--- config.mk ---
export PLATFORM = sky130hd
export DESIGN_NAME = riscv_store_monitor_flat
export DESIGN_NICKNAME = d
export VERILOG_FILES = /design/src/rtl/riscv_store_monitor_if.sv /design/src/rtl/riscv_store_monitor.sv /design/src/flat_wrapper.sv
export SDC_FILE = /design/constraint.sdc
export NUM_CORES = 1
export LEC_CHECK = 0
export ABC_AREA = 1
export BUFFER_PORTS_ARGS = -buffer_cell sky130_fd_sc_hd__buf_2
export CAP_MARGIN = 10
export CORE_MARGIN = 4
export CORE_UTILIZATION = 33
export DETAILED_ROUTE_END_ITERATION = 8
export PLACE_DENSITY = 0.58
export REMOVE_ABC_BUFFERS = 1
export SYNTH_ARGS = -nofsm -noshare
export SYNTH_HDL_FRONTEND = slang
export SYNTH_SLANG_ARGS = --single-unit
export TNS_END_PERCENT = 30
--- constraint.sdc ---
create_clock -name clk -period 9.7 [get_ports clk]
set_input_delay 0.97 -clock clk [delete_from_list [all_inputs] [get_ports clk]]
set_output_delay 0.97 -clock clk [all_outputs]
set_load 0.02 [all_outputs]
--- src/rtl/riscv_store_monitor_if.sv ---
// ============================================================================
//  Module   : riscv_store_monitor_if
//  Brief    : Store-bus and trace-read signal bundle for riscv_store_monitor.
//             The master side is the core/debug reader, the slave side is
//             the monitor itself.
//  Revision : 1.0  initial release
// ============================================================================
`default_nettype none

interface riscv_store_monitor_if #(
  parameter int DATA_WIDTH = 32,
  parameter int ADDR_WIDTH = 32,
  parameter int DEPTH      = 16
) ();

  localparam int CNT_W = $clog2(DEPTH + 1);

  // Core data-memory write port, observed by the monitor
  logic                  MemWrite;
  logic [ADDR_WIDTH-1:0] DataAddr;
  logic [DATA_WIDTH-1:0] WriteData;

  // Trace FIFO read port (show-ahead head plus pop request)
  logic                  rd_en;
  logic                  trace_valid;
  logic [ADDR_WIDTH-1:0] trace_addr;
  logic [DATA_WIDTH-1:0] trace_data;
  logic [CNT_W-1:0]      trace_count;

  modport master (
    output MemWrite,
    output DataAddr,
    output WriteData,
    output rd_en,
    input  trace_valid,
    input  trace_addr,
    input  trace_data,
    input  trace_count
  );

  modport slave (
    input  MemWrite,
    input  DataAddr,
    input  WriteData,
    input  rd_en,
    output trace_valid,
    output trace_addr,
    output trace_data,
    output trace_count
  );

endinterface

`default_nettype wire

--- src/rtl/riscv_store_monitor.sv ---
// ============================================================================
//  Module   : riscv_store_monitor
//  Brief    : Watches the core's data-memory write port, records every store
//             made while the program is running into a show-ahead trace FIFO,
//             and produces a PASS/FAIL/TIMEOUT verdict from a sentinel store
//             and a cycle budget.
//  Revision : 1.0  initial release
// ============================================================================
`default_nettype none

module riscv_store_monitor #(
  parameter int                    DATA_WIDTH     = 32,
  parameter int                    ADDR_WIDTH     = 32,
  parameter int                    DEPTH          = 16,
  parameter logic [ADDR_WIDTH-1:0] PASS_ADDR      = 100,
  parameter logic [DATA_WIDTH-1:0] PASS_DATA      = 25,
  parameter int                    TIMEOUT_CYCLES = 100000
) (
  input  logic                      clk,
  input  logic                      reset,
  riscv_store_monitor_if.slave      bus,
  output logic                      overflow,
  output logic [15:0]               store_count,
  output logic                      done,
  output logic                      pass,
  output logic                      fail,
  output logic                      timeout
);

  // --------------------------------------------------------------------------
  // Derived sizes and constants
  // --------------------------------------------------------------------------
  localparam int PTR_W = $clog2(DEPTH);
  localparam int CNT_W = $clog2(DEPTH + 1);
  localparam int ENT_W = ADDR_WIDTH + DATA_WIDTH;
  // The cycle counter never needs to hold more than TIMEOUT_CYCLES-1
  localparam int CYC_W = (TIMEOUT_CYCLES > 1) ? $clog2(TIMEOUT_CYCLES) : 1;

  localparam bit               C_TIMEOUT_EN = (TIMEOUT_CYCLES != 0);
  localparam logic [CYC_W-1:0] C_CYC_LAST   =
    CYC_W'((TIMEOUT_CYCLES == 0) ? 0 : TIMEOUT_CYCLES - 1);
  localparam logic [CNT_W-1:0] C_DEPTH      = CNT_W'(DEPTH);
  localparam logic [CNT_W-1:0] C_CNT_ONE    = CNT_W'(1);
  localparam logic [PTR_W-1:0] C_PTR_ONE    = PTR_W'(1);

  typedef enum logic [1:0] {
    ST_RUN     = 2'd0,
    ST_PASS    = 2'd1,
    ST_FAIL    = 2'd2,
    ST_TIMEOUT = 2'd3
  } state_t;

  // --------------------------------------------------------------------------
  // State
  // --------------------------------------------------------------------------
  state_t                state_q,       state_d;
  logic [CYC_W-1:0]      cyc_q,         cyc_d;
  logic [PTR_W-1:0]      wr_ptr_q,      wr_ptr_d;
  logic [PTR_W-1:0]      rd_ptr_q,      rd_ptr_d;
  logic [CNT_W-1:0]      count_q,       count_d;
  logic [ADDR_WIDTH-1:0] head_addr_q,   head_addr_d;
  logic [DATA_WIDTH-1:0] head_data_q,   head_data_d;
  logic                  overflow_q,    overflow_d;
  logic [15:0]           store_count_q, store_count_d;

  // Trace storage; contents are only meaningful between the pointers
  logic [ENT_W-1:0]      mem_q [DEPTH];

  // --------------------------------------------------------------------------
  // Event decode
  // --------------------------------------------------------------------------
  logic             in_run;
  logic             store_seen;
  logic             sentinel;
  logic             pop;
  logic             push;
  logic [ENT_W-1:0] push_entry;
  logic [PTR_W-1:0] rd_ptr_next;
  logic [ENT_W-1:0] next_entry;

  assign in_run      = (state_q == ST_RUN);
  // Only stores made while the program is still running are of interest
  assign store_seen  = in_run && bus.MemWrite;
  assign sentinel    = store_seen && (bus.DataAddr == PASS_ADDR);
  // rd_en on an empty FIFO is not a pop
  assign pop         = bus.rd_en && (count_q != '0);
  // A full FIFO can still accept a store when the head leaves in the same cycle
  assign push        = store_seen && ((count_q != C_DEPTH) || pop);
  assign push_entry  = {bus.DataAddr, bus.WriteData};
  assign rd_ptr_next = rd_ptr_q + C_PTR_ONE;
  assign next_entry  = mem_q[rd_ptr_next];

  // Verdict FSM: leave RUN on the sentinel store, otherwise on budget expiry
  always_comb begin
    state_d = state_q;
    case (state_q)
      ST_RUN: begin
        if (sentinel) begin
          state_d = (bus.WriteData == PASS_DATA) ? ST_PASS : ST_FAIL;
        end else if (C_TIMEOUT_EN && (cyc_q == C_CYC_LAST)) begin
          state_d = ST_TIMEOUT;
        end
      end
      ST_PASS:    state_d = ST_PASS;
      ST_FAIL:    state_d = ST_FAIL;
      ST_TIMEOUT: state_d = ST_TIMEOUT;
      default:    state_d = ST_RUN;
    endcase
  end

  // RUN-cycle counter; frozen once a verdict has been reached
  always_comb begin
    cyc_d = cyc_q;
    if (in_run && C_TIMEOUT_EN) begin
      cyc_d = cyc_q + CYC_W'(1);
    end
  end

  // FIFO pointers and occupancy
  always_comb begin
    wr_ptr_d = wr_ptr_q;
    rd_ptr_d = rd_ptr_q;
    count_d  = count_q;
    if (push) begin
      wr_ptr_d = wr_ptr_q + C_PTR_ONE;
    end
    if (pop) begin
      rd_ptr_d = rd_ptr_next;
    end
    case ({push, pop})
      2'b10:   count_d = count_q + C_CNT_ONE;
      2'b01:   count_d = count_q - C_CNT_ONE;
      default: count_d = count_q;
    endcase
  end

  // Show-ahead head register: tracks the entry that will be at the front
  // after this edge, and keeps its last value once the FIFO drains
  always_comb begin
    head_addr_d = head_addr_q;
    head_data_d = head_data_q;
    if (push && ((count_q == '0) || (pop && (count_q == C_CNT_ONE)))) begin
      // The new store becomes the front entry directly
      {head_addr_d, head_data_d} = push_entry;
    end else if (pop && (count_q > C_CNT_ONE)) begin
      // The entry behind the departing head moves up
      {head_addr_d, head_data_d} = next_entry;
    end
  end

  // Store counter (saturating) and sticky overflow
  always_comb begin
    store_count_d = store_count_q;
    overflow_d    = overflow_q;
    if (store_seen && (store_count_q != 16'hFFFF)) begin
      store_count_d = store_count_q + 16'd1;
    end
    if (store_seen && !push) begin
      overflow_d = 1'b1;
    end
  end

  // Control registers with synchronous reset; reset overrides every event
  always_ff @(posedge clk) begin
    if (reset) begin
      state_q       <= ST_RUN;
      cyc_q         <= '0;
      wr_ptr_q      <= '0;
      rd_ptr_q      <= '0;
      count_q       <= '0;
      head_addr_q   <= '0;
      head_data_q   <= '0;
      overflow_q    <= 1'b0;
      store_count_q <= '0;
    end else begin
      state_q       <= state_d;
      cyc_q         <= cyc_d;
      wr_ptr_q      <= wr_ptr_d;
      rd_ptr_q      <= rd_ptr_d;
      count_q       <= count_d;
      head_addr_q   <= head_addr_d;
      head_data_q   <= head_data_d;
      overflow_q    <= overflow_d;
      store_count_q <= store_count_d;
    end
  end

  // Trace storage write; no reset needed since the pointers gate visibility
  always_ff @(posedge clk) begin
    if (!reset && push) begin
      mem_q[wr_ptr_q] <= push_entry;
    end
  end

  // --------------------------------------------------------------------------
  // Outputs: all straight from registers
  // --------------------------------------------------------------------------
  assign bus.trace_valid = (count_q != '0);
  assign bus.trace_addr  = head_addr_q;
  assign bus.trace_data  = head_data_q;
  assign bus.trace_count = count_q;

  assign overflow    = overflow_q;
  assign store_count = store_count_q;
  assign done        = (state_q != ST_RUN);
  assign pass        = (state_q == ST_PASS);
  assign fail        = (state_q == ST_FAIL);
  assign timeout     = (state_q == ST_TIMEOUT);

endmodule

`default_nettype wire

--- src/flat_wrapper.sv ---
// flat-port wrapper written by rule: the top's interface ports become plain ports
module riscv_store_monitor_flat 
#(
  parameter int                    DATA_WIDTH     = 32,
  parameter int                    ADDR_WIDTH     = 32,
  parameter int                    DEPTH          = 16,
  parameter logic [ADDR_WIDTH-1:0] PASS_ADDR      = 100,
  parameter logic [DATA_WIDTH-1:0] PASS_DATA      = 25,
  parameter int                    TIMEOUT_CYCLES = 100000
)
  (clk, reset, overflow, store_count, done, pass, fail, timeout, bus_MemWrite, bus_DataAddr, bus_WriteData, bus_rd_en, bus_trace_valid, bus_trace_addr, bus_trace_data, bus_trace_count);
  riscv_store_monitor_if #(.DATA_WIDTH(DATA_WIDTH), .ADDR_WIDTH(ADDR_WIDTH), .DEPTH(DEPTH)) bus_i ();
  input  logic clk;
  input  logic reset;
  output logic overflow;
  output logic [15:0] store_count;
  output logic done;
  output logic pass;
  output logic fail;
  output logic timeout;
  input wire logic [$bits(bus_i.MemWrite)-1:0] bus_MemWrite;
  input wire logic [$bits(bus_i.DataAddr)-1:0] bus_DataAddr;
  input wire logic [$bits(bus_i.WriteData)-1:0] bus_WriteData;
  input wire logic [$bits(bus_i.rd_en)-1:0] bus_rd_en;
  output wire logic [$bits(bus_i.trace_valid)-1:0] bus_trace_valid;
  output wire logic [$bits(bus_i.trace_addr)-1:0] bus_trace_addr;
  output wire logic [$bits(bus_i.trace_data)-1:0] bus_trace_data;
  output wire logic [$bits(bus_i.trace_count)-1:0] bus_trace_count;
  assign bus_i.MemWrite = bus_MemWrite;
  assign bus_i.DataAddr = bus_DataAddr;
  assign bus_i.WriteData = bus_WriteData;
  assign bus_i.rd_en = bus_rd_en;
  assign bus_trace_valid = bus_i.trace_valid;
  assign bus_trace_addr = bus_i.trace_addr;
  assign bus_trace_data = bus_i.trace_data;
  assign bus_trace_count = bus_i.trace_count;
  riscv_store_monitor #(.DATA_WIDTH(DATA_WIDTH), .ADDR_WIDTH(ADDR_WIDTH), .DEPTH(DEPTH), .PASS_ADDR(PASS_ADDR), .PASS_DATA(PASS_DATA), .TIMEOUT_CYCLES(TIMEOUT_CYCLES)) u_core (.clk(clk), .reset(reset), .bus(bus_i), .overflow(overflow), .store_count(store_count), .done(done), .pass(pass), .fail(fail), .timeout(timeout));
endmodule
==> key figures, run 1 <==
Run status
  – Status: completed

Layout
  – Final #Nets: between 5000 and 6000
  – Final Util: 0.375
  – Fin area: 56100 sq um
  – Area delta synth->final: 12.9%
  – Fill cell count: ~15000
  – Commonest non-fill, non-tap cell in the layout: nand2_1
  – Layout cell share with drive strength beyond 1: 0.0842
  – Most frequent cells in the layout: nand2_1 (1561), edfxtp_1 (1024), nand3_1 (927)

Setup path
  – Crit-path leading delay family: buffers and inverters
  – Reg2reg end: u_core.bus.trace_data[21]
  – Crit-path max cell delay: 900 ps
  – Arrival time worst endpoint: 4940 ps
  – CP endpoint kind: register
  – Sum of buffers and inverters on the critical path: 3
  – CP max FO: 90
  – CP max stage cell: buf_4
  – Most used cell, CP: nand2_1
  – WP data required: between 10000 and 15000 ps
  – R2R Setup Slk: 5420 ps
  – Crit Path Category: register to register
  – Reg2Reg Launch Point: u_core.rd_ptr_q[0]
  – CP Launch Type: register
  – Crit path cell chain: buf_4, buf_4, buf_4, nand2_1, nand2_1, nand2_1, nand3_1, nand3_1, nand2_1, nand2_1, a21oi_1
  – Worst reg2reg path depth: 11

Die
  – I/O pins: roughly 160
  – Die area: 157000 sq um
  – Initial core utilization: 0.332
  – # rows: roughly 140
  – Chip width: roughly 400 microns
  – Core ar.: 150000 sq um
  – DIE HEIGHT: roughly 400 microns

STA
  – Final setup TNS: 0 ps
  – Final Critical Period: 4280 ps
  – Maximum clock rate: ~0.23 GHz
  – RSZ-0062 raised after global routing: false
  – Final hold violation count: 0
  – Max Slew Vio Count: 0
  – Final setup vio count: 0
  – Period utilisation layout: 0.441
  – Slew @ Worst Pin: 1240 ps
  – Worst Clk Skew: 26.2 ps
  – Worst slew margin: 0.171

Yosys
  – Syn Inst Count: between 5000 and 6000
  – Number of synthesized flops with an enable pin: 1024
  – Syn_area_per_cell: between 9 and 10 sq um
  – Post-synth cell types: 31
  – Post-synthesis instance area: a little under 50000 sq um
  – Yosys warns: 0
  – Asr flop ratio synth: 0
  – Main synth FF type: edfxtp_1
  – Seq/Total Area, Yosys: 0.664
  – Synthesis-stage register bit count: ~1100

Global route
  – Pin count of the biggest net entering global routing: between 200 and 250
  – Gr usage total: 0.172
  – Vias in the first global route: about 33000
  – Overflow after GRT: 0
  – First-pass GRT wire length: 208000 microns
  – Initial antenna violation count: 25

Worst hold path
  – Min-Delay Path Class: register to register
  – Hold Path End: u_core.overflow
  – Hold Crit Start: u_core.overflow
  – Hold path depth: 2

Power
  – Max VDD drop: between 0.2 and 0.25 mV
  – PwrDens: about 270 nW/um^2
  – Lkg Pwr: around 23 nW

Clock tree
  – Post-CTS setup buffers: 0
  – Root buffer cell: clkbuf_16
  – Clock buffer depth: 3
  – Num CTS Buffers: about 120
  – Clk slew on worst S/H paths: 60 ps
  – H-tree Lvls: 3
  – # hold bufs at CTS: 0
  – Clk Latency, worst-skew pair: 730 ps
  – # resized after CTS: 0
  – CTS tree: done
  – Clock sink count: approximately 1100

Placement
  – Post-detail-place hpwl: between 70000 and 80000 microns
  – RePlAce Congestion: roughly 0.8
  – IO Port Bufs: ~160
  – Post-Place Cell Area: ~52000 sq um

Routing
  – Post-route ant nets: 0
  – DR WL/cell: ~19 microns
  – Detailed Route WL: approximately 140000 microns
  – Vias per cell: between 4 and 5
  – Vias: approximately 35000
  – DR DRC count: 0
  – Starting DRT DRC Count: 3126
  – First drt pass iteration count: 6

Run
  – Max Cap Viol: 0
## cell usage after synthesis (4+ instances only)
cell type / n / share of area
edfxtp_1: 1024 / 0.62
xor2_1: 8 / 0.0014
nor3_1: 13 / 0.0013
buf_2: 182 / 0.018
nand2_1: 1562 / 0.12
o21ai_0: 31 / 0.0031
buf_1: 7 / 0.00053
inv_1: 854 / 0.064
nor2_1: 102 / 0.0077
a21oi_1: 103 / 0.010
ha_1: 12 / 0.0030
buf_4: 21 / 0.0032
clkbuf_1: 48 / 0.0036
dfxtp_1: 113 / 0.045
nand4_1: 7 / 0.00088
xnor2_1: 5 / 0.00088
nand3_1: 927 / 0.093
inv_2: 35 / 0.0026
nand2_2: 4 / 0.00050
## cell type report
| cell class | count | area, sq um | area share |
|---|---|---|---|
| Clock inverter | 66 | 704 | 0.0126 |
| Tap cell | 2016 | 2520 | 0.0449 |
| Inverter | 892 | 3380 | 0.0602 |
| Clock buffer | 152 | 3070 | 0.0547 |
| Antenna cell | 8 | 20.0 | 0.000357 |
| Multi-Input combinational cell | 2786 | 12300 | 0.218 |
| Sequential cell | 1137 | 33000 | 0.588 |
| Timing Repair Buffer | 205 | 1160 | 0.0206 |
## registers in the layout, indices dropped and copies added (netlist names)
signal / cells
u_core.bus.trace_addr: 32
u_core.bus.trace_count: 5
u_core.bus.trace_data: 32
u_core.cyc_q: 17
u_core.mem_q: 1024
u_core.overflow: 1
u_core.rd_ptr_q: 4
u_core.state_q: 2
u_core.store_count: 16
u_core.wr_ptr_q: 4
## report_power, final
| part | switching (mW) | leakage, nW | internal [mW] |
|---|---|---|---|
| logic | 3.54 | 11.5 | 1.32 |
| clock network | 1.93 | 1.83 | 2.55 |
| registers | 0.144 | 10.1 | 5.53 |
| total | 5.61 | 23.5 | 9.40 |
## worst max-delay path by stage
stage	cells after the start	slack (ps)	to	from
floorplan	8	-10290	u_core.bus.trace_addr[0]	u_core.rd_ptr_q[0]
global placement	5	5110	u_core.mem_q[12][54]	reset
detailed placement	5	5070	u_core.mem_q[15][57]	reset
CTS	11	5410	u_core.bus.trace_data[21]	u_core.rd_ptr_q[0]
global route	11	5050	u_core.bus.trace_addr[25]	u_core.rd_ptr_q[0]
finish	11	5420	u_core.bus.trace_data[21]	u_core.rd_ptr_q[0]
## stage by stage
step	hold slack [ps]	instances	setup WS [ps]	power [mW]
finish	480	7262	5420	15.0
global route	518	7256	5050	15.9
CTS	486	7254	5410	15.1
detailed placement	470	7036	5070	10.7
global placement	448	7036	5110	10.7
floorplan	454	4815	-10290	9.34
## metal layers
metal  global-route usage  part of all wire  up-vias
met4               0.0493             0.023       14
met3               0.0336             0.074      215
li1                     -                 -    16500
met2                0.280              0.46     1112
met5                    0           0.00072        -
met1                0.233              0.44    16700
## worst min-delay path, stage by stage (launching register included)
cell and delay [ps]:
dfxtp_1 330, a21oi_1 40, nor2_1 70
## kinds of logic after synthesis
logic type	share of synthesized area
buffers and inverters	0.0933
DFF	0.664
adders and majority gates	0.00302
AOI/OAI and AO/OA	0.0138
and+or+nand+nor	0.223
xor gates and xnor gates	0.00262
(Power assumes the default switching activity.)
==> run 2: changes to the inputs <==
Clock period 9.7 ns to 4.4 ns, I/O delays scaled along.
==> key figures, run 2 (synthesis results as in run 1) <==
Run status
  – Status: completed

Setup path
  – R2R Setup Slk: between 1000 and 1500 ps
  – Crit Path Category: register to register
  – CP max stage cell: dfxtp_4
  – WP data required: roughly 5000 ps
  – Crit path cell chain: ha_4, inv_8, buf_4, nand3_1, nand3_1, nand3_1, nand2_1, nand2_1, a21oi_1
  – CP Launch Type: register
  – Reg2Reg Launch Point: u_core.rd_ptr_q[0]
  – Reg2reg end: u_core.bus.trace_addr[4]
  – Most used cell, CP: nand3_1
  – CP max FO: 107
  – Arrival time worst endpoint: roughly 4000 ps
  – CP endpoint kind: register
  – Worst reg2reg path depth: 9
  – Crit-path max cell delay: just under 800 ps

Routing
  – Starting DRT DRC Count: about 3000
  – DR DRC count: 0
  – DR WL/cell: 19.0 microns
  – First drt pass iteration count: 6
  – Post-route ant nets: 0
  – Vias per cell: roughly 4.7
  – Detailed Route WL: 138000 microns
  – Vias: 34400

STA
  – Max Slew Vio Count: 0
  – Final setup TNS: 0 ps
  – Final setup vio count: 0
  – Period utilisation layout: 0.752
  – Worst slew margin: 0.205
  – Final Critical Period: approximately 3300 ps
  – Slew @ Worst Pin: around 1200 ps
  – RSZ-0062 raised after global routing: false
  – Final hold violation count: 0
  – Hold_ws: 122 ps
  – Worst Clk Skew: 34.6 ps
  – Maximum clock rate: 0.302 GHz

Clock tree
  – Root buffer cell: clkbuf_16
  – CTS tree: done
  – Clock sink count: about 1100
  – Clk slew on worst S/H paths: roughly 60 ps
  – Num CTS Buffers: 113
  – Clk Latency, worst-skew pair: roughly 750 ps
  – Clock buffer depth: 3
  – H-tree Lvls: 3
  – Post-CTS setup buffers: 0

Global route
  – First-pass GRT wire length: around 210000 microns
  – Initial antenna violation count: 15
  – Gr usage total: 0.173
  – Pin count of the biggest net entering global routing: ~190
  – Vias in the first global route: 33700
  – Overflow after GRT: 0

Die
  – Core ar.: ~150000 sq um
  – Chip width: around 400 microns
  – DIE HEIGHT: ~400 microns
  – Initial core utilization: 0.332
  – # rows: 142
  – Die area: about 160000 sq um
  – I/O pins: ~160

Layout
  – Fill cell count: between 10000 and 15000
  – Final Util: 0.377
  – Largest Register: u_core.mem_q
  – Multi-input gate area: between 10000 and 15000 sq um
  – Finished Layout Cells: about 7300
  – Largest register FFs: slightly above 1000
  – Most frequent cells in the layout: nand2_1 (1561), edfxtp_1 (1024), nand3_1 (927)
  – Final #Nets: between 5000 and 6000
  – Area delta synth->final: 13.7%
  – Commonest non-fill, non-tap cell in the layout: nand2_1
  – Layout cell share with drive strength beyond 1: 0.0876
  – Reg area: 33000 sq um

Run
  – Max Cap Viol: 0

Power
  – Max VDD drop: ~0.5 mV
  – PwrDens: 591 nW/um^2
  – Lkg Pwr: approximately 24 nW

Placement
  – # placed instances: 7049
  – IO Port Bufs: 158
  – RePlAce Congestion: between 0.7 and 0.8
  – Post-detail-place hpwl: about 74000 microns

Worst hold path
  – Hold Path End: u_core.mem_q[9][29]
  – Min-Delay Path Class: input port to register
  – Hold Crit Start: bus_WriteData[29]
  – Hold path depth: 1
==> run 2: routing by layer <==
| layer | wire (microns) | global-route usage | share of wire |
|---|---|---|---|
| met3 | 9970 | 0.0361 | 0.072 |
| met2 | 65100 | 0.286 | 0.47 |
| met1 | 59600 | 0.229 | 0.43 |
| met5 | 48 | 0 | 0.00035 |
| met4 | 3300 | 0.0486 | 0.024 |
==> run 2: what timing repair did <==
action | in CTS | in global routing
resized for setup | 0 | 0
hold buffers | 1 | 0
endpoints found under the hold margin | 1 | 0
==> run 2: critical path, delay by kind of cell, from the launching register on <==
kind                       cells  cell delay [ps]
AOI/OAI and AO/OA              1              170
and+or+nand+nor                5              580
buffers and inverters          2             1060
DFF                            1              790
adders and majority gates      1              430
==> run 2: worst max-delay path by stage <==
stage / startpoint / endpoint / slack, ps
2_1_floorplan: u_core.rd_ptr_q[0] / u_core.bus.trace_addr[0] / -15590
3_3_place_gp: reset / u_core.mem_q[8][57] / 1040
3_5_place_dp: reset / u_core.mem_q[8][57] / 1030
4_1_cts: u_core.rd_ptr_q[0] / u_core.bus.trace_addr[4] / 1140
5_1_grt: u_core.rd_ptr_q[0] / u_core.bus.trace_addr[4] / 950
6_report: u_core.rd_ptr_q[0] / u_core.bus.trace_addr[4] / 1090
==> run 2: area by class of cell <==
cell class / instances / area share
Antenna cell: 7 / 0.000310
Clock buffer: 164 / 0.0555
Clock inverter: 52 / 0.0117
Inverter: 892 / 0.0598
Multi-Input combinational cell: 2786 / 0.217
Sequential cell: 1137 / 0.584
Tap cell: 2016 / 0.0446
Timing Repair Buffer: 219 / 0.0271
==> run 2: where the power goes <==
group | internal, mW | total [mW] | switching, mW
Clock | 5.68 | 9.89 | 4.21
Combinational | 3.04 | 11.0 | 7.95
Sequential | 12.2 | 12.5 | 0.336
Total | 20.9 | 33.4 | 12.5
==> run 2: per-stage QoR <==
step,power (mW),area [sq um],setup WS (ps)
finish,33.4,56500,1090
global route,35.3,56500,950
CTS,33.7,56500,1140
detailed placement,23.8,52700,1030
global placement,23.7,52700,1040
floorplan,19.6,48400,-15590
